[config.mk]
export PLATFORM = sky130hd
export DESIGN_NAME = multi_phase_traffic_controller_flat
export DESIGN_NICKNAME = d
export VERILOG_FILES = /design/src/rtl/multi_phase_traffic_controller_pkg.sv /design/src/rtl/multi_phase_traffic_controller_if.sv /design/src/rtl/multi_phase_traffic_controller_timer.sv /design/src/rtl/multi_phase_traffic_controller.sv /design/src/flat_wrapper.sv
export SDC_FILE = /design/constraint.sdc
export NUM_CORES = 1
export LEC_CHECK = 0
export ABC_AREA = 1
export ABC_CLOCK_PERIOD_IN_PS = 1750
export BUFFER_PORTS_ARGS = -buffer_cell sky130_fd_sc_hd__buf_4
export CORE_MARGIN = 5
export CORE_UTILIZATION = 40
export CTS_CLUSTER_DIAMETER = 50
export CTS_CLUSTER_SIZE = 16
export DETAILED_ROUTE_END_ITERATION = 6
export PLACE_DENSITY = 0.69
export SYNTH_ARGS = -nofsm -noshare
export SYNTH_HDL_FRONTEND = slang
export SYNTH_SLANG_ARGS = --single-unit
[constraint.sdc]
create_clock -name clk_27 -period 1.75 [get_ports clk_27]
set_input_delay 0.35 -clock clk_27 [delete_from_list [all_inputs] [get_ports clk_27]]
set_output_delay 0.35 -clock clk_27 [all_outputs]
set_load 0.02 [all_outputs]
[src/rtl/multi_phase_traffic_controller_pkg.sv]
// ----------------------------------------------------------------------------
// multi_phase_traffic_controller_pkg
// Shared types and constants for the multi-phase traffic controller:
//   state_e          controller state encoding
//   LAMP_*           bit offsets of the four lamps inside one phase nibble
//   MAX_PHASES       largest supported number of approach phases
//   PHASE_W          width of a phase index (sized for MAX_PHASES)
// No ports (package).
// ----------------------------------------------------------------------------
package multi_phase_traffic_controller_pkg;

    typedef enum logic [2:0] {
        S_ALL_RED  = 3'd0,
        S_LEFT_ADV = 3'd1,
        S_GREEN    = 3'd2,
        S_WALK     = 3'd3,
        S_FDW      = 3'd4,
        S_AMBER    = 3'd5
    } state_e;

    localparam int LAMP_RED        = 0;
    localparam int LAMP_AMBER      = 1;
    localparam int LAMP_GREEN      = 2;
    localparam int LAMP_ARROW      = 3;
    localparam int LAMPS_PER_PHASE = 4;

    localparam int MAX_PHASES = 4;
    localparam int PHASE_W    = $clog2(MAX_PHASES);

endpackage

[src/rtl/multi_phase_traffic_controller_if.sv]
// ----------------------------------------------------------------------------
// multi_phase_traffic_controller_if
// Bundles the controller's request inputs and lamp/status outputs.
//   debug                 1 = fast tick rate
//   not_walk_request      active-low pedestrian buttons, one per phase
//   not_left_request      active-low phase-0 left-turn request
//   lamp                  per phase p: [4p+3] arrow, [4p+2] green, [4p+1] amber, [4p] red
//   walk_on               walk symbol lit, per phase
//   dont_walk_on          don't-walk symbol lit, per phase (blinks in FDW)
//   active_phase          phase owning right-of-way
//   seconds_left          seconds remaining in the current interval
//   walk_request_waiting  OR of latched, unserved walk requests
// master drives the requests (board / bench); slave is the controller.
// ----------------------------------------------------------------------------
interface multi_phase_traffic_controller_if #(
    parameter int NUM_PHASES = 2,
    parameter int TW         = 8
);
    import multi_phase_traffic_controller_pkg::*;

    logic                                  debug;
    logic [NUM_PHASES-1:0]                 not_walk_request;
    logic                                  not_left_request;
    logic [LAMPS_PER_PHASE*NUM_PHASES-1:0] lamp;
    logic [NUM_PHASES-1:0]                 walk_on;
    logic [NUM_PHASES-1:0]                 dont_walk_on;
    logic [PHASE_W-1:0]                    active_phase;
    logic [TW-1:0]                         seconds_left;
    logic                                  walk_request_waiting;

    modport master (
        output debug, not_walk_request, not_left_request,
        input  lamp, walk_on, dont_walk_on, active_phase, seconds_left,
               walk_request_waiting
    );

    modport slave (
        input  debug, not_walk_request, not_left_request,
        output lamp, walk_on, dont_walk_on, active_phase, seconds_left,
               walk_request_waiting
    );

endinterface

[src/rtl/multi_phase_traffic_controller_timer.sv]
// ----------------------------------------------------------------------------
// multi_phase_traffic_controller_timer
// Interval timer: a prescaler producing a one-cycle tick every N clocks
// (N selected by debug_i) and a seconds countdown that is reloaded by the
// controller and decremented on every tick.
//   clk_i       clock
//   rst_ni      async active-low reset
//   debug_i     synchronised debug select; a change restarts the prescaler
//   load_i      load load_val_i into the countdown this cycle
//   load_val_i  duration of the interval being entered
//   expire_o    tick while the countdown reads 1 (last tick of the interval)
//   secs_o      registered countdown value
//   secs_d_o    value the countdown takes at the next clock edge
// ----------------------------------------------------------------------------
module multi_phase_traffic_controller_timer #(
    parameter int TICK_CYCLES       = 27_000_000,
    parameter int DEBUG_TICK_CYCLES = 2_700_000,
    parameter int TW                = 8,
    parameter int RESET_S           = 2
) (
    input  logic          clk_i,
    input  logic          rst_ni,
    input  logic          debug_i,
    input  logic          load_i,
    input  logic [TW-1:0] load_val_i,
    output logic          expire_o,
    output logic [TW-1:0] secs_o,
    output logic [TW-1:0] secs_d_o
);

    localparam int PMAX = (TICK_CYCLES > DEBUG_TICK_CYCLES) ? TICK_CYCLES : DEBUG_TICK_CYCLES;
    localparam int PW   = (PMAX > 2) ? $clog2(PMAX) : 1;
    localparam logic [PW-1:0] LAST_NORM  = PW'(TICK_CYCLES - 1);
    localparam logic [PW-1:0] LAST_DEBUG = PW'(DEBUG_TICK_CYCLES - 1);

    logic [PW-1:0] presc_q, presc_d;
    logic          debug_q;
    logic          mode_change;
    logic          tick;
    logic [TW-1:0] secs_q, secs_d;

    always_comb begin
        mode_change = (debug_i != debug_q);
        // No tick on the cycle the rate changes: the count belongs to the old rate.
        tick = !mode_change && (presc_q == (debug_i ? LAST_DEBUG : LAST_NORM));

        if (mode_change || tick) begin
            presc_d = '0;
        end else begin
            presc_d = presc_q + 1'b1;
        end

        // The controller always reloads on expiry, so the floor at 1 only
        // guards against an unserved expiry.
        if (load_i) begin
            secs_d = load_val_i;
        end else if (tick && (secs_q > TW'(1))) begin
            secs_d = secs_q - 1'b1;
        end else begin
            secs_d = secs_q;
        end
    end

    always_ff @(posedge clk_i or negedge rst_ni) begin
        if (!rst_ni) begin
            presc_q <= '0;
            debug_q <= 1'b0;
            secs_q  <= TW'(RESET_S);
        end else begin
            presc_q <= presc_d;
            debug_q <= debug_i;
            secs_q  <= secs_d;
        end
    end

    assign expire_o = tick && (secs_q == TW'(1));
    assign secs_o   = secs_q;
    assign secs_d_o = secs_d;

endmodule

[src/rtl/multi_phase_traffic_controller.sv]
// ----------------------------------------------------------------------------
// multi_phase_traffic_controller
// Serves NUM_PHASES approach phases round-robin (green / amber / all-red),
// latches pedestrian walk requests per phase and an optional protected
// left-turn advance on phase 0. All outputs are registered.
//   clk_27     system clock
//   not_reset  async active-low reset
//   bus        slave side of multi_phase_traffic_controller_if:
//              debug, not_walk_request, not_left_request in;
//              lamp, walk_on, dont_walk_on, active_phase, seconds_left,
//              walk_request_waiting out
// ----------------------------------------------------------------------------
module multi_phase_traffic_controller
    import multi_phase_traffic_controller_pkg::*;
#(
    parameter int NUM_PHASES        = 2,
    parameter int TICK_CYCLES       = 27_000_000,
    parameter int DEBUG_TICK_CYCLES = 2_700_000,
    parameter int GREEN_S           = 20,
    parameter int WALK_S            = 10,
    parameter int FDW_S             = 6,
    parameter int AMBER_S           = 4,
    parameter int ALL_RED_S         = 2,
    parameter int LEFT_S            = 6,
    parameter int TW                = 8
) (
    input  logic clk_27,
    input  logic not_reset,
    multi_phase_traffic_controller_if.slave bus
);

    localparam int LW = LAMPS_PER_PHASE * NUM_PHASES;

    // ---------------- input synchronisers ----------------
    logic [NUM_PHASES-1:0] walk_s1_q, walk_s2_q;
    logic                  left_s1_q, left_s2_q;
    logic                  dbg_s1_q,  dbg_s2_q;

    always_ff @(posedge clk_27 or negedge not_reset) begin
        if (!not_reset) begin
            walk_s1_q <= '1;
            walk_s2_q <= '1;
            left_s1_q <= 1'b1;
            left_s2_q <= 1'b1;
            dbg_s1_q  <= 1'b0;
            dbg_s2_q  <= 1'b0;
        end else begin
            walk_s1_q <= bus.not_walk_request;
            walk_s2_q <= walk_s1_q;
            left_s1_q <= bus.not_left_request;
            left_s2_q <= left_s1_q;
            dbg_s1_q  <= bus.debug;
            dbg_s2_q  <= dbg_s1_q;
        end
    end

    // ---------------- interval timer ----------------
    logic          expire;
    logic          load;
    logic [TW-1:0] load_val;
    logic [TW-1:0] secs_q;
    logic [TW-1:0] secs_d;

    multi_phase_traffic_controller_timer #(
        .TICK_CYCLES      (TICK_CYCLES),
        .DEBUG_TICK_CYCLES(DEBUG_TICK_CYCLES),
        .TW               (TW),
        .RESET_S          (ALL_RED_S)
    ) u_timer (
        .clk_i     (clk_27),
        .rst_ni    (not_reset),
        .debug_i   (dbg_s2_q),
        .load_i    (load),
        .load_val_i(load_val),
        .expire_o  (expire),
        .secs_o    (secs_q),
        .secs_d_o  (secs_d)
    );

    // ---------------- helpers ----------------
    function automatic logic [TW-1:0] duration(input state_e s);
        case (s)
            S_LEFT_ADV: duration = TW'(LEFT_S);
            S_GREEN:    duration = TW'(GREEN_S);
            S_WALK:     duration = TW'(WALK_S);
            S_FDW:      duration = TW'(FDW_S);
            S_AMBER:    duration = TW'(AMBER_S);
            default:    duration = TW'(ALL_RED_S);
        endcase
    endfunction

    function automatic logic walk_latched(input logic [NUM_PHASES-1:0] lat,
                                          input logic [PHASE_W-1:0]    p);
        walk_latched = 1'b0;
        for (int i = 0; i < NUM_PHASES; i++) begin
            if (p == PHASE_W'(i)) walk_latched = lat[i];
        end
    endfunction

    // State that starts service of phase p. The left advance is only offered
    // when coming from all-red, so a request made during the advance waits.
    function automatic state_e serve_state(input logic [PHASE_W-1:0]    p,
                                           input logic                  allow_left,
                                           input logic                  left_lat,
                                           input logic [NUM_PHASES-1:0] walk_lat);
        if (allow_left && (p == '0) && left_lat) begin
            serve_state = S_LEFT_ADV;
        end else if (walk_latched(walk_lat, p)) begin
            serve_state = S_WALK;
        end else begin
            serve_state = S_GREEN;
        end
    endfunction

    // ---------------- FSM ----------------
    state_e                state_q, state_d;
    logic [PHASE_W-1:0]    phase_q, phase_d;
    logic [NUM_PHASES-1:0] walk_lat_q, walk_lat_d;
    logic                  left_lat_q, left_lat_d;

    always_comb begin
        state_d  = state_q;
        phase_d  = phase_q;
        load     = 1'b0;
        load_val = '0;
        if (expire) begin
            load = 1'b1;
            case (state_q)
                S_ALL_RED: begin
                    phase_d = (phase_q == PHASE_W'(NUM_PHASES - 1)) ? '0 : phase_q + 1'b1;
                    state_d = serve_state(phase_d, 1'b1, left_lat_q, walk_lat_q);
                end
                S_LEFT_ADV: state_d = serve_state(phase_q, 1'b0, left_lat_q, walk_lat_q);
                S_GREEN:    state_d = S_AMBER;
                S_WALK:     state_d = S_FDW;
                S_FDW:      state_d = S_AMBER;
                S_AMBER:    state_d = S_ALL_RED;
                default:    state_d = S_ALL_RED;
            endcase
            load_val = duration(state_d);
        end
    end

    // Latch on any low level; the clear on service entry wins so a request
    // seen on that same cycle counts as served.
    always_comb begin
        walk_lat_d = walk_lat_q | ~walk_s2_q;
        left_lat_d = left_lat_q | ~left_s2_q;
        if ((state_d == S_WALK) && (state_q != S_WALK)) begin
            for (int i = 0; i < NUM_PHASES; i++) begin
                if (phase_d == PHASE_W'(i)) walk_lat_d[i] = 1'b0;
            end
        end
        if ((state_d == S_LEFT_ADV) && (state_q != S_LEFT_ADV)) begin
            left_lat_d = 1'b0;
        end
    end

    always_ff @(posedge clk_27 or negedge not_reset) begin
        if (!not_reset) begin
            state_q    <= S_ALL_RED;
            phase_q    <= PHASE_W'(NUM_PHASES - 1);
            walk_lat_q <= '0;
            left_lat_q <= 1'b0;
        end else begin
            state_q    <= state_d;
            phase_q    <= phase_d;
            walk_lat_q <= walk_lat_d;
            left_lat_q <= left_lat_d;
        end
    end

    // ---------------- output decode ----------------
    // Decoded from next-state values so the registered outputs line up with
    // state_q and seconds_left on the same cycle.
    logic [LW-1:0]         lamp_q, lamp_d;
    logic [NUM_PHASES-1:0] walk_on_q, walk_on_d;
    logic [NUM_PHASES-1:0] dont_walk_q, dont_walk_d;

    always_comb begin
        lamp_d      = '0;
        walk_on_d   = '0;
        dont_walk_d = '1;
        for (int i = 0; i < NUM_PHASES; i++) begin
            if (phase_d == PHASE_W'(i)) begin
                case (state_d)
                    S_GREEN, S_WALK, S_FDW: lamp_d[LAMPS_PER_PHASE*i + LAMP_GREEN] = 1'b1;
                    S_AMBER:                lamp_d[LAMPS_PER_PHASE*i + LAMP_AMBER] = 1'b1;
                    S_LEFT_ADV: begin
                        lamp_d[LAMPS_PER_PHASE*i + LAMP_ARROW] = 1'b1;
                        lamp_d[LAMPS_PER_PHASE*i + LAMP_RED]   = 1'b1;
                    end
                    default:                lamp_d[LAMPS_PER_PHASE*i + LAMP_RED]   = 1'b1;
                endcase
                walk_on_d[i] = (state_d == S_WALK);
                if (state_d == S_FDW) dont_walk_d[i] = secs_d[0];
            end else begin
                lamp_d[LAMPS_PER_PHASE*i + LAMP_RED] = 1'b1;
            end
        end
    end

    always_ff @(posedge clk_27 or negedge not_reset) begin
        if (!not_reset) begin
            for (int i = 0; i < LW; i++) begin
                lamp_q[i] <= ((i % LAMPS_PER_PHASE) == LAMP_RED);
            end
            walk_on_q   <= '0;
            dont_walk_q <= '1;
        end else begin
            lamp_q      <= lamp_d;
            walk_on_q   <= walk_on_d;
            dont_walk_q <= dont_walk_d;
        end
    end

    assign bus.lamp                 = lamp_q;
    assign bus.walk_on              = walk_on_q;
    assign bus.dont_walk_on         = dont_walk_q;
    assign bus.active_phase         = phase_q;
    assign bus.seconds_left         = secs_q;
    assign bus.walk_request_waiting = |walk_lat_q;

endmodule
[src/flat_wrapper.sv]
// flat-port wrapper written by rule: the top's interface ports become plain ports
module multi_phase_traffic_controller_flat import multi_phase_traffic_controller_pkg::*;
#(
    parameter int NUM_PHASES        = 2,
    parameter int TICK_CYCLES       = 27_000_000,
    parameter int DEBUG_TICK_CYCLES = 2_700_000,
    parameter int GREEN_S           = 20,
    parameter int WALK_S            = 10,
    parameter int FDW_S             = 6,
    parameter int AMBER_S           = 4,
    parameter int ALL_RED_S         = 2,
    parameter int LEFT_S            = 6,
    parameter int TW                = 8
)
  (clk_27, not_reset, bus_debug, bus_not_walk_request, bus_not_left_request, bus_lamp, bus_walk_on, bus_dont_walk_on, bus_active_phase, bus_seconds_left, bus_walk_request_waiting);
  multi_phase_traffic_controller_if #(.NUM_PHASES(NUM_PHASES), .TW(TW)) bus_i ();
  input  logic clk_27;
  input  logic not_reset;
  input wire logic [$bits(bus_i.debug)-1:0] bus_debug;
  input wire logic [$bits(bus_i.not_walk_request)-1:0] bus_not_walk_request;
  input wire logic [$bits(bus_i.not_left_request)-1:0] bus_not_left_request;
  output wire logic [$bits(bus_i.lamp)-1:0] bus_lamp;
  output wire logic [$bits(bus_i.walk_on)-1:0] bus_walk_on;
  output wire logic [$bits(bus_i.dont_walk_on)-1:0] bus_dont_walk_on;
  output wire logic [$bits(bus_i.active_phase)-1:0] bus_active_phase;
  output wire logic [$bits(bus_i.seconds_left)-1:0] bus_seconds_left;
  output wire logic [$bits(bus_i.walk_request_waiting)-1:0] bus_walk_request_waiting;
  assign bus_i.debug = bus_debug;
  assign bus_i.not_walk_request = bus_not_walk_request;
  assign bus_i.not_left_request = bus_not_left_request;
  assign bus_lamp = bus_i.lamp;
  assign bus_walk_on = bus_i.walk_on;
  assign bus_dont_walk_on = bus_i.dont_walk_on;
  assign bus_active_phase = bus_i.active_phase;
  assign bus_seconds_left = bus_i.seconds_left;
  assign bus_walk_request_waiting = bus_i.walk_request_waiting;
  multi_phase_traffic_controller #(.NUM_PHASES(NUM_PHASES), .TICK_CYCLES(TICK_CYCLES), .DEBUG_TICK_CYCLES(DEBUG_TICK_CYCLES), .GREEN_S(GREEN_S), .WALK_S(WALK_S), .FDW_S(FDW_S), .AMBER_S(AMBER_S), .ALL_RED_S(ALL_RED_S), .LEFT_S(LEFT_S), .TW(TW)) u_core (.clk_27(clk_27), .not_reset(not_reset), .bus(bus_i));
endmodule
### Word level (Yosys, flattened, before mapping)

Cells that the tools add are included.

* register bits: 62
* output and inout port bits: 23

* add/sub/neg operators: 3
* $lt $le $gt $ge: 1
* equal/unequal tests: 22
* multiplexer cells: 42
* bitwise logic cells: 4
* reductions and logical operators: 18

Operators with widths (number)
* 25-bit two-way mux: 2
* 1-bit two-way mux: 26
* 25-bit by 1-bit adder with 25-bit output (second input constant): 1
* 25-bit equality test: 1
* 8-bit two-way mux: 3
* 5-bit case mux with 4 select lines: 1
* 3-bit by 2-bit equality test with 1-bit output (second input constant): 6
* 3-bit equality test (second input constant): 5
* 3-bit two-way mux: 5
* 3-bit case mux with 4 select lines: 1
* 3-bit by 1-bit equality test with 1-bit output (second input constant): 3
* 8-bit by 1-bit equality test with 1-bit output (second input constant): 1
* 8-bit by 1-bit > comparator with 1-bit output (second input constant): 1
* 2-bit two-way mux: 4
* 8-bit by 1-bit subtractor with 8-bit output (second input constant): 1
* 2-bit by 1-bit equality test with 1-bit output (second input constant): 3
* 1-bit logical AND: 6
* 2-bit logical NOT: 3
* 2-bit OR reduction: 3
* 4-bit OR reduction: 1
* 3-bit logical NOT: 1
* 3-bit by 1-bit inequality test with 1-bit output (second input constant): 1
* 3-bit by 2-bit inequality test with 1-bit output (second input constant): 1
* 3-bit OR reduction: 1
* 9 further kinds: 9

### Longest topological paths before layout

Gate-level depths: netlist of the first run.

* word-level depth: 19
* gate-level depth with buffers: 16
* depth with buffers taken out: 15

### By module

From an unflattened synthesis of the first run, not the netlist that was laid out.

* cell total of the unflattened synthesis: 435
* area total of the unflattened synthesis: 3413.3 um^2

Modules (own cells, without submodules)
* multi_phase_traffic_controller_timer: times used 1, cells each 316, area each 2210.9 um^2
* multi_phase_traffic_controller: times used 1, cells each 119, area each 1202.4 um^2

### Worst setup path before layout of the first run

OpenSTA, ideal clock, no wires.

* path kind: reg2reg
* start: reg u_core.u_timer.presc_q[0]
* end: reg u_core.lamp_q[2] (netlist: u_core.bus.lamp[2])
* setup time: 0.071 ns
* arrival: 1.756 ns
* slack: -0.077 ns
* cell stages (with the launch flop): 16
* path through: dfrtp_1 > ha_1 > nand2_1 > nor2_4 > nand2_1 > nor2_1 > nand3_1 > nor2_2 > nand3_1 > nand2_1 > nand2_2 > clkinv_2 > nand2_1 > nand2_1 > nand2_1 > nor2_1

* cells in the longest elaborated chain, start to end: 8

RTL lines
* start, declared: RTL line multi_phase_traffic_controller_timer.sv:36 `logic [PW-1:0] presc_q, presc_d;`
* start signal, assigned: RTL line multi_phase_traffic_controller_timer.sv:70 `presc_q <= presc_d;`
* 25-bit equality test (*): RTL line multi_phase_traffic_controller_timer.sv:45 `tick = !mode_change && (presc_q == (debug_i ? LAST_DEBUG : LAST_NORM));`
* 1-bit logical AND (*): RTL line multi_phase_traffic_controller_timer.sv:45
* 1-bit logical AND (*): RTL line multi_phase_traffic_controller_timer.sv:76 `assign expire_o = tick && (secs_q == TW'(1));`
* 3-bit two-way mux (*): RTL line multi_phase_traffic_controller.sv:126 `if (expire) begin`
* via u_core.state_d[2]: RTL line multi_phase_traffic_controller.sv:116 `state_e state_q, state_d;`
* 3-bit by 2-bit equality test with 1-bit output / 3-bit equality test (equally long branches): RTL line multi_phase_traffic_controller.sv:186 `case (state_d)`
* 3-bit OR reduction (*)
* 1-bit two-way mux (*): RTL line multi_phase_traffic_controller.sv:186
* 3-bit two-way mux (*): RTL line multi_phase_traffic_controller.sv:185 `if (phase_d == PHASE_W'(i)) begin`
* via u_core.lamp_d[2]: RTL line multi_phase_traffic_controller.sv:176 `logic [LW-1:0] lamp_q, lamp_d;`
* end signal, assigned by index: RTL line multi_phase_traffic_controller.sv:206 `lamp_q[i] <= ((i % LAMPS_PER_PHASE) == LAMP_RED);`
* end signal, assigned: RTL line multi_phase_traffic_controller.sv:211 `lamp_q <= lamp_d;`
* end, declared: RTL line multi_phase_traffic_controller.sv:176

Mark *: on every way through the listed nets, which the timed path passes. The rest lies on a longest branch.
A chain may end at the register's enable or synchronous reset.

### Worst setup path in the final report of the first run

* start: reg u_core.state_q[2]
* end: reg u_core.walk_lat_q[1]

* cells in the longest elaborated chain, start to end: 8

RTL lines
* start, declared: RTL line multi_phase_traffic_controller.sv:116
* start signal, assigned: RTL line multi_phase_traffic_controller.sv:166 `state_q <= state_d;`
* 3-bit by 2-bit equality test with 1-bit output / 3-bit equality test (equally long branches): RTL line multi_phase_traffic_controller.sv:128 `case (state_q)`
* 2-bit OR reduction (no line)
* 3-bit case mux with 4 select lines (*): RTL line multi_phase_traffic_controller.sv:128
* 3-bit two-way mux (*) (2 in series): RTL line multi_phase_traffic_controller.sv:126
* via u_core.state_d[0]: RTL line multi_phase_traffic_controller.sv:116
* 3-bit by 2-bit equality test with 1-bit output (*): RTL line multi_phase_traffic_controller.sv:149 `if ((state_d == S_WALK) && (state_q != S_WALK)) begin`
* 1-bit logical AND (*): RTL line multi_phase_traffic_controller.sv:149
* 2-bit two-way mux (*): RTL line multi_phase_traffic_controller.sv:149
* via u_core.walk_lat_d[1]: RTL line multi_phase_traffic_controller.sv:118 `logic [NUM_PHASES-1:0] walk_lat_q, walk_lat_d;`
* end signal, assigned: RTL line multi_phase_traffic_controller.sv:168 `walk_lat_q <= walk_lat_d;`
* end, declared: RTL line multi_phase_traffic_controller.sv:118

Mark *: on every way through the listed nets, which the timed path passes. The rest lies on a longest branch. The select of a mux whose other input is x is not followed.

==> results of run 1 <==
==> placed cells by master, fill, tap and decap left out, types with 3 or more instances in the layout <==
cell type  count
nand4_1       16
inv_2          4
nand3_2       10
dfstp_2       12
a21oi_2        3
nor4_1         3
nand2_1       77
buf_4        123
xor2_1         9
o21a_1         3
nand3_4        3
buf_6         14
o21ai_0        3
inv_1         49
xnor2_1        4
nand2_2       25
dfrtp_1       49
nand2_4        9
nand4_4        3
nor2_2         7
nor2_1        46
o211ai_1       4
nand3_1       18
clkbuf_8       9
nor3_1        20
nor2_4        19
a31oi_1        4
nor3_2         5
clkinv_2       3
a21oi_1        8
==> cell type report <==
cell class / instances / area share [%]
multi-input combinational: 319 / 38.5
inverter: 55 / 4.11
timing repair buffer: 142 / 22.0
sequential: 62 / 29.4
tap: 105 / 2.46
clock inverter: 6 / 1.15
clock buffer: 10 / 2.39
==> registers in the layout, summed over array words and instances, names as in the netlist, 2 cells and up <==
name                     count
u_core.bus.active_phase      2
u_core.bus.dont_walk_on      2
u_core.bus.lamp              8
u_core.bus.walk_on           2
u_core.state_q               3
u_core.u_timer.presc_q      25
u_core.u_timer.secs_o        8
u_core.walk_lat_q            2
u_core.walk_s1_q             2
u_core.walk_s2_q             2
==> worst paths after layout <==
path,slack (ns),to
worst max-delay path,-0.33,u_core.walk_lat_q[1]$_DFF_PN0_
worst min-delay path,0.10,u_core.walk_s1_q[0]$_DFF_PN1_
worst max register to register,-0.33,u_core.walk_lat_q[1]$_DFF_PN0_
worst min register to register,0.36,u_core.left_s2_q$_DFF_PN1_
max in group asynchronous,0.73,u_core.bus.lamp[4]$_DFF_PN1_
min in group asynchronous,0.44,u_core.u_timer.presc_q[11]$_DFF_PN0_
==> repair_timing <==
| action | 4_1_cts | 5_1_grt |
|---|---|---|
| pin swaps | 25 | 41 |
| setup endpoints to repair | 44 | 53 |
| resized for setup | 56 | 73 |
| hold endpoints to repair | 21 | 0 |
| buffers inserted | 16 | 14 |
| hold buffers | 1 | 0 |
| gates cloned | 2 | 1 |
==> routing by layer <==
| metal | vias to the layer above | wire [um] |
|---|---|---|
| li1 | 1739 | - |
| met2 | 153 | 5370 |
| met4 | 0 | 317 |
| met3 | 34 | 656 |
| met1 | 1784 | 4500 |
| met5 | - | 0 |
==> power by group through the flow <==
stage               logic [W]  clock network, W  registers, W
finish               0.000270           0.00126       0.00147
global placement     0.000159                 0       0.00150
CTS                  0.000209           0.00127       0.00147
global route         0.000289           0.00135       0.00147
floorplan           0.0000741                 0       0.00150
detailed placement   0.000162                 0       0.00150
==> metrics by stage <==
| stage | hold WS, ns | setup WS (ns) |
|---|---|---|
| floorplan | 0.0544 | -0.0571 |
| global placement | 0.273 | -0.238 |
| detailed placement | 0.279 | -0.296 |
| CTS | 0.0886 | -0.220 |
| global route | 0.0871 | -0.425 |
| finish | 0.104 | -0.332 |
==> kinds of logic after synthesis <==
| group | after synthesis |
|---|---|
| buffers and inverters | 65 |
| AO/OA/AOI/OAI | 32 |
| XOR/XNOR | 14 |
| AND/OR/NAND/NOR | 270 |
| flip-flops | 62 |
| adder cells (fa/ha/maj) | 3 |
==> flow_summary.ini, run 1 <==
[pwr]
clock_power_share_pct = 41.9
peakVddDrop_mv = 0.447
switching_share_pct = 25.4
pwr-share-comb_pct = 9.0
power_switching_w = 0.000763
p_leak_nw = 2.48
p_int_w = 0.00224
p_seq_share_pct = 49.1
power.density_mw_per_mm2 = 562
p_total_w = 0.00300

[route]
ant_nets = 0
postRouteWirelength_um = 10800
wl_per_cell_um = 15.5
drc = 0
initialDrtViolationCount = 288
vias_per_cell = 5.31
num_vias = 3710
drtPass1Iterations = 5

[cts]
clkTransAtPathRegs_ns = 0.08
cts.path.max_buffers = 2
cts_tree = done
cts_buffers = 9
cts_max_level = 3
root_buffer = clkbuf_8
clock_latency_ns = 0.35
numClockSinks = 62

[logic_synthesis]
synth_ff_type = dfrtp_1
synth_xor_area_share_pct = 3.58
synthMuxAreaShare_pct = 0
ys_ff_latch = 62
synthTopCellsByArea = dfrtp_1 (37%), nand2_1 (11%), dfstp_2 (9.2%)
synth-compound-area-share_pct = 5.67
synth_top_area_cell = dfrtp_1
synth-simple-area-share_pct = 36.2
synth_warnings = 0
synthAdderAreaFrac_pct = 1.10
synth_top_family_by_area = simple AND/OR/NAND/NOR gates
synthTopCellsByCount = nand2_1 (104), nor2_1 (66), dfrtp_1 (50), inv_1 (50), nand3_1 (30)
synth_fp_nets = 455
synth_edf_count = 0
seq_area_frac_synth_pct = 45.8
synth_top_area_share_pct = 36.5
synth_cell_types = 37
async_reset_ff_share_pct = 100
avgSynthCellArea_sq_um = 7.68
syn_inst = 446
synth.most_common_cell = nand2_1
syn_area_sq_mm = 0.00342

[floorplanning]
core_sq_mm = 0.00826
pin_count = 29
die_area_sq_mm = 0.0105
rows = 33
die_height_um = 103
die_w_um = 103
start_util_pct = 41.5

[sta]
tns_ns = -10.69
fin_ws_ns = -0.332
period_share_pct = 119
tightest_slew_ns = 0.413
rsz0062_at_grt = yes
max_freq_ghz = 0.480
final_hold_viol_count = 0
fin_crit_ns = 2.08
skew_ns = 0.0128
slew_headroom_pct = 72.1
setup_viol = 51
slew_viol_final = 0

[layout]
drive_gt1_share_pct = 45.3
final_area_sq_mm = 0.00533
n_antenna_cell = 0
area_growth_syn_to_layout_pct = 55.8
register_area_sq_mm = 0.00157
fillCellCount = 616
final_cells = 699
finish.utilization_pct = 64.6
nNetsFinal = 598
multi_input_area_sq_mm = 0.00206

[placed_design]
placed_area_sq_mm = 0.00437
hpwl_um = 6550
numPortBuffers = 28
gp_congestion = 0.929
dp_cells = 650

[global_routing]
grt_pass1_wl_um = 15900
grt_max_degree = 41
top_usage_layer = met2
antenna_found_initial = 0
use_met2_pct = 31.4
grt_pass1_vias = 3476
use_met3_pct = 3.79
grt_use_total_pct = 19.4
use_met1_pct = 25.8
overflow = 0

[outcome]
status = finished, violations left
violations = setup timing

[worst_setup_path]
path_common_cell = nand2_1
reg2reg_from = u_core.state_q[2]$_DFF_PN0_
r2r_cells = 10
crit_slowest_cell = dfrtp_1
critPathTopFamily = simple AND/OR/NAND/NOR gates
cp-start-kind = flip-flop
cp.arrival_ns = 2.33
worst-path-buf-inv = 1
worst-path-stages = 10
critical-path-max-stage-delay_ns = 0.41
cp-end-kind = flip-flop
criticalPathCategory = reg2reg
crit_chain = inv_1, nand2_1, nor2_1, o21ai_0, nand3_1, nand4_1, nand2_4, nand4_1, nand2_1, nand2_1
cp_max_fo = 6
crit_required_ns = 2.00
critPathLaunch = u_core.state_q[2]$_DFF_PN0_

[job]
drv_cap = 0

[worst_hold_path]
worst_hold_path_type = in2reg
hold_path_startpoint = bus_not_walk_request[0]
hold_depth = 1
Note: power is estimated with default switching activity, not from simulation.
==> inputs of run 2 (changes only) <==
--- a/config.mk
+++ b/config.mk
@@ -14,6 +14,7 @@
 export CTS_CLUSTER_SIZE = 16
 export DETAILED_ROUTE_END_ITERATION = 6
 export PLACE_DENSITY = 0.69
+export SKIP_LAST_GASP = 1
 export SYNTH_ARGS = -nofsm -noshare
 export SYNTH_HDL_FRONTEND = slang
 export SYNTH_SLANG_ARGS = --single-unit
==> run 2 against run 1 <==
Net effect:
- sequential share of layout area grew 0.069 points
- die area is the same
- clock-buffer cell count did not move
- the flow still finishes with violations (setup timing)
==> flow_summary.ini, run 2 (synthesis results as in run 1) <==
[sta]
fin_ws_ns = -0.349
max_freq_ghz = 0.476
period_share_pct = 120
setup_viol = 51
slew_headroom_pct = 73.8
tightest_slew_ns = 0.390
skew_ns = 0.0113
fin_crit_ns = 2.10
whs_ns = 0.105
final_hold_viol_count = 0
rsz0062_at_grt = yes
slew_viol_final = 0

[route]
vias_per_cell = 5.31
drc = 0
postRouteWirelength_um = 10800
wl_per_cell_um = 15.5
ant_nets = 0
initialDrtViolationCount = 337
drtPass1Iterations = 5
num_vias = 3713

[worst_hold_path]
hold_path_startpoint = bus_not_walk_request[0]
worst_hold_path_type = in2reg

[cts]
root_buffer = clkbuf_8
cts_buffers = 9
clkTransAtPathRegs_ns = 0.07
clock_latency_ns = 0.35
cts_max_level = 3
cts.path.max_buffers = 2
cts_tree = done
numClockSinks = 62

[worst_setup_path]
critPathLaunch = u_core.state_q[2]$_DFF_PN0_
cp-end-kind = flip-flop
cp.arrival_ns = 2.38
cp_max_fo = 6
crit_required_ns = 2.03
cp-start-kind = flip-flop
reg2reg_from = u_core.state_q[2]$_DFF_PN0_
criticalPathCategory = reg2reg

[pwr]
p_leak_nw = 2.47
peakVddDrop_mv = 0.464
power.density_mw_per_mm2 = 561

[global_routing]
grt_use_total_pct = 19.4
overflow = 0
antenna_found_initial = 0
grt_pass1_wl_um = 16000
grt_pass1_vias = 3475
grt_max_degree = 41

[floorplanning]
die_height_um = 103
pin_count = 29
rows = 33
core_sq_mm = 0.00826
die_w_um = 103
die_area_sq_mm = 0.0105
start_util_pct = 41.5

[outcome]
status = finished, violations left
violations = setup timing

[placed_design]
gp_congestion = 0.929
numPortBuffers = 28
dp_cells = 650
dpl_worst_slack_ns = -0.296
placed_area_sq_mm = 0.00437
hpwl_um = 6550

[layout]
final_area_sq_mm = 0.00532
drive_gt1_share_pct = 44.9
area_growth_syn_to_layout_pct = 55.4
layout_common_cells = buf_4 (122), nand2_1 (78), inv_1 (49), dfrtp_1 (49), nor2_1 (46)
largest_reg_flops = 25
n_antenna_cell = 0
finish.utilization_pct = 64.4
final_cells = 699
layout_commonest_cell = buf_4
nNetsFinal = 598
regMostFlops = u_core.u_timer.presc_q

[job]
drv_cap = 0
run 2: worst max-delay path: stages (launching register included):
cell and delay (ns):
dfrtp_1 0.41, inv_1 0.13, nand2_1 0.19, nor2_1 0.21
o21ai_0 0.20, nand3_1 0.17, nand4_1 0.19, nand2_4 0.18
nand2_4 0.09, inv_2 0.09, nand2_2 0.06, nor2_1 0.10
run 2: per-layer routing:
metal	global-route usage, %	vias up	wire (um)
li1	-	1742	-
met1	25.9	1781	4430
met2	31.4	159	5450
met3	3.79	31	652
met4	7.16	0	300
met5	0	-	0
run 2: timing repair:
action	in CTS	in global routing
setup buffers	16	15
pin swaps	23	43
setup endpoints to repair	44	53
hold endpoints to repair	21	0
gates resized for setup	56	70
hold buffers	1	0
cloned	2	1
run 2: final cells by class:
| class | count | area (sq um) |
|---|---|---|
| Sequential cell | 62 | 1570 |
| Clock inverter | 6 | 61.3 |
| Clock buffer | 10 | 128 |
| Timing Repair Buffer | 142 | 1170 |
| Tap cell | 105 | 131 |
| Fill cell | 614 | 2940 |
| Inverter | 55 | 219 |
| Multi-Input combinational cell | 319 | 2040 |
run 2: through the flow:
stage / TNS, ns / total power (W)
global placement: -4.76 / 0.00166
CTS: -4.39 / 0.00296
global route: -15.42 / 0.00311
finish: -11.51 / 0.00299
floorplan: -0.366 / 0.00157
detailed placement: -5.57 / 0.00166
run 2: where the power goes:
group          internal [W]  total, W  switching, W
clock              0.000655   0.00125      0.000591
combinational      0.000122  0.000269      0.000147
sequential          0.00146   0.00147     0.0000131
run 2: path summary, 6_finish.rpt:
path | endpoint | slack (ns) | cells past startpoint
worst max-delay path | u_core.bus.lamp[1]$_DFF_PN0_ | -0.35 | 11
worst min-delay path | u_core.walk_s1_q[0]$_DFF_PN1_ | 0.10 | 1
worst max register to register | u_core.bus.lamp[1]$_DFF_PN0_ | -0.35 | 11
worst min register to register | u_core.left_s2_q$_DFF_PN1_ | 0.36 | 0
max in group asynchronous | u_core.bus.lamp[4]$_DFF_PN1_ | 0.73 | 3
min in group asynchronous | u_core.u_timer.presc_q[11]$_DFF_PN0_ | 0.44 | 2
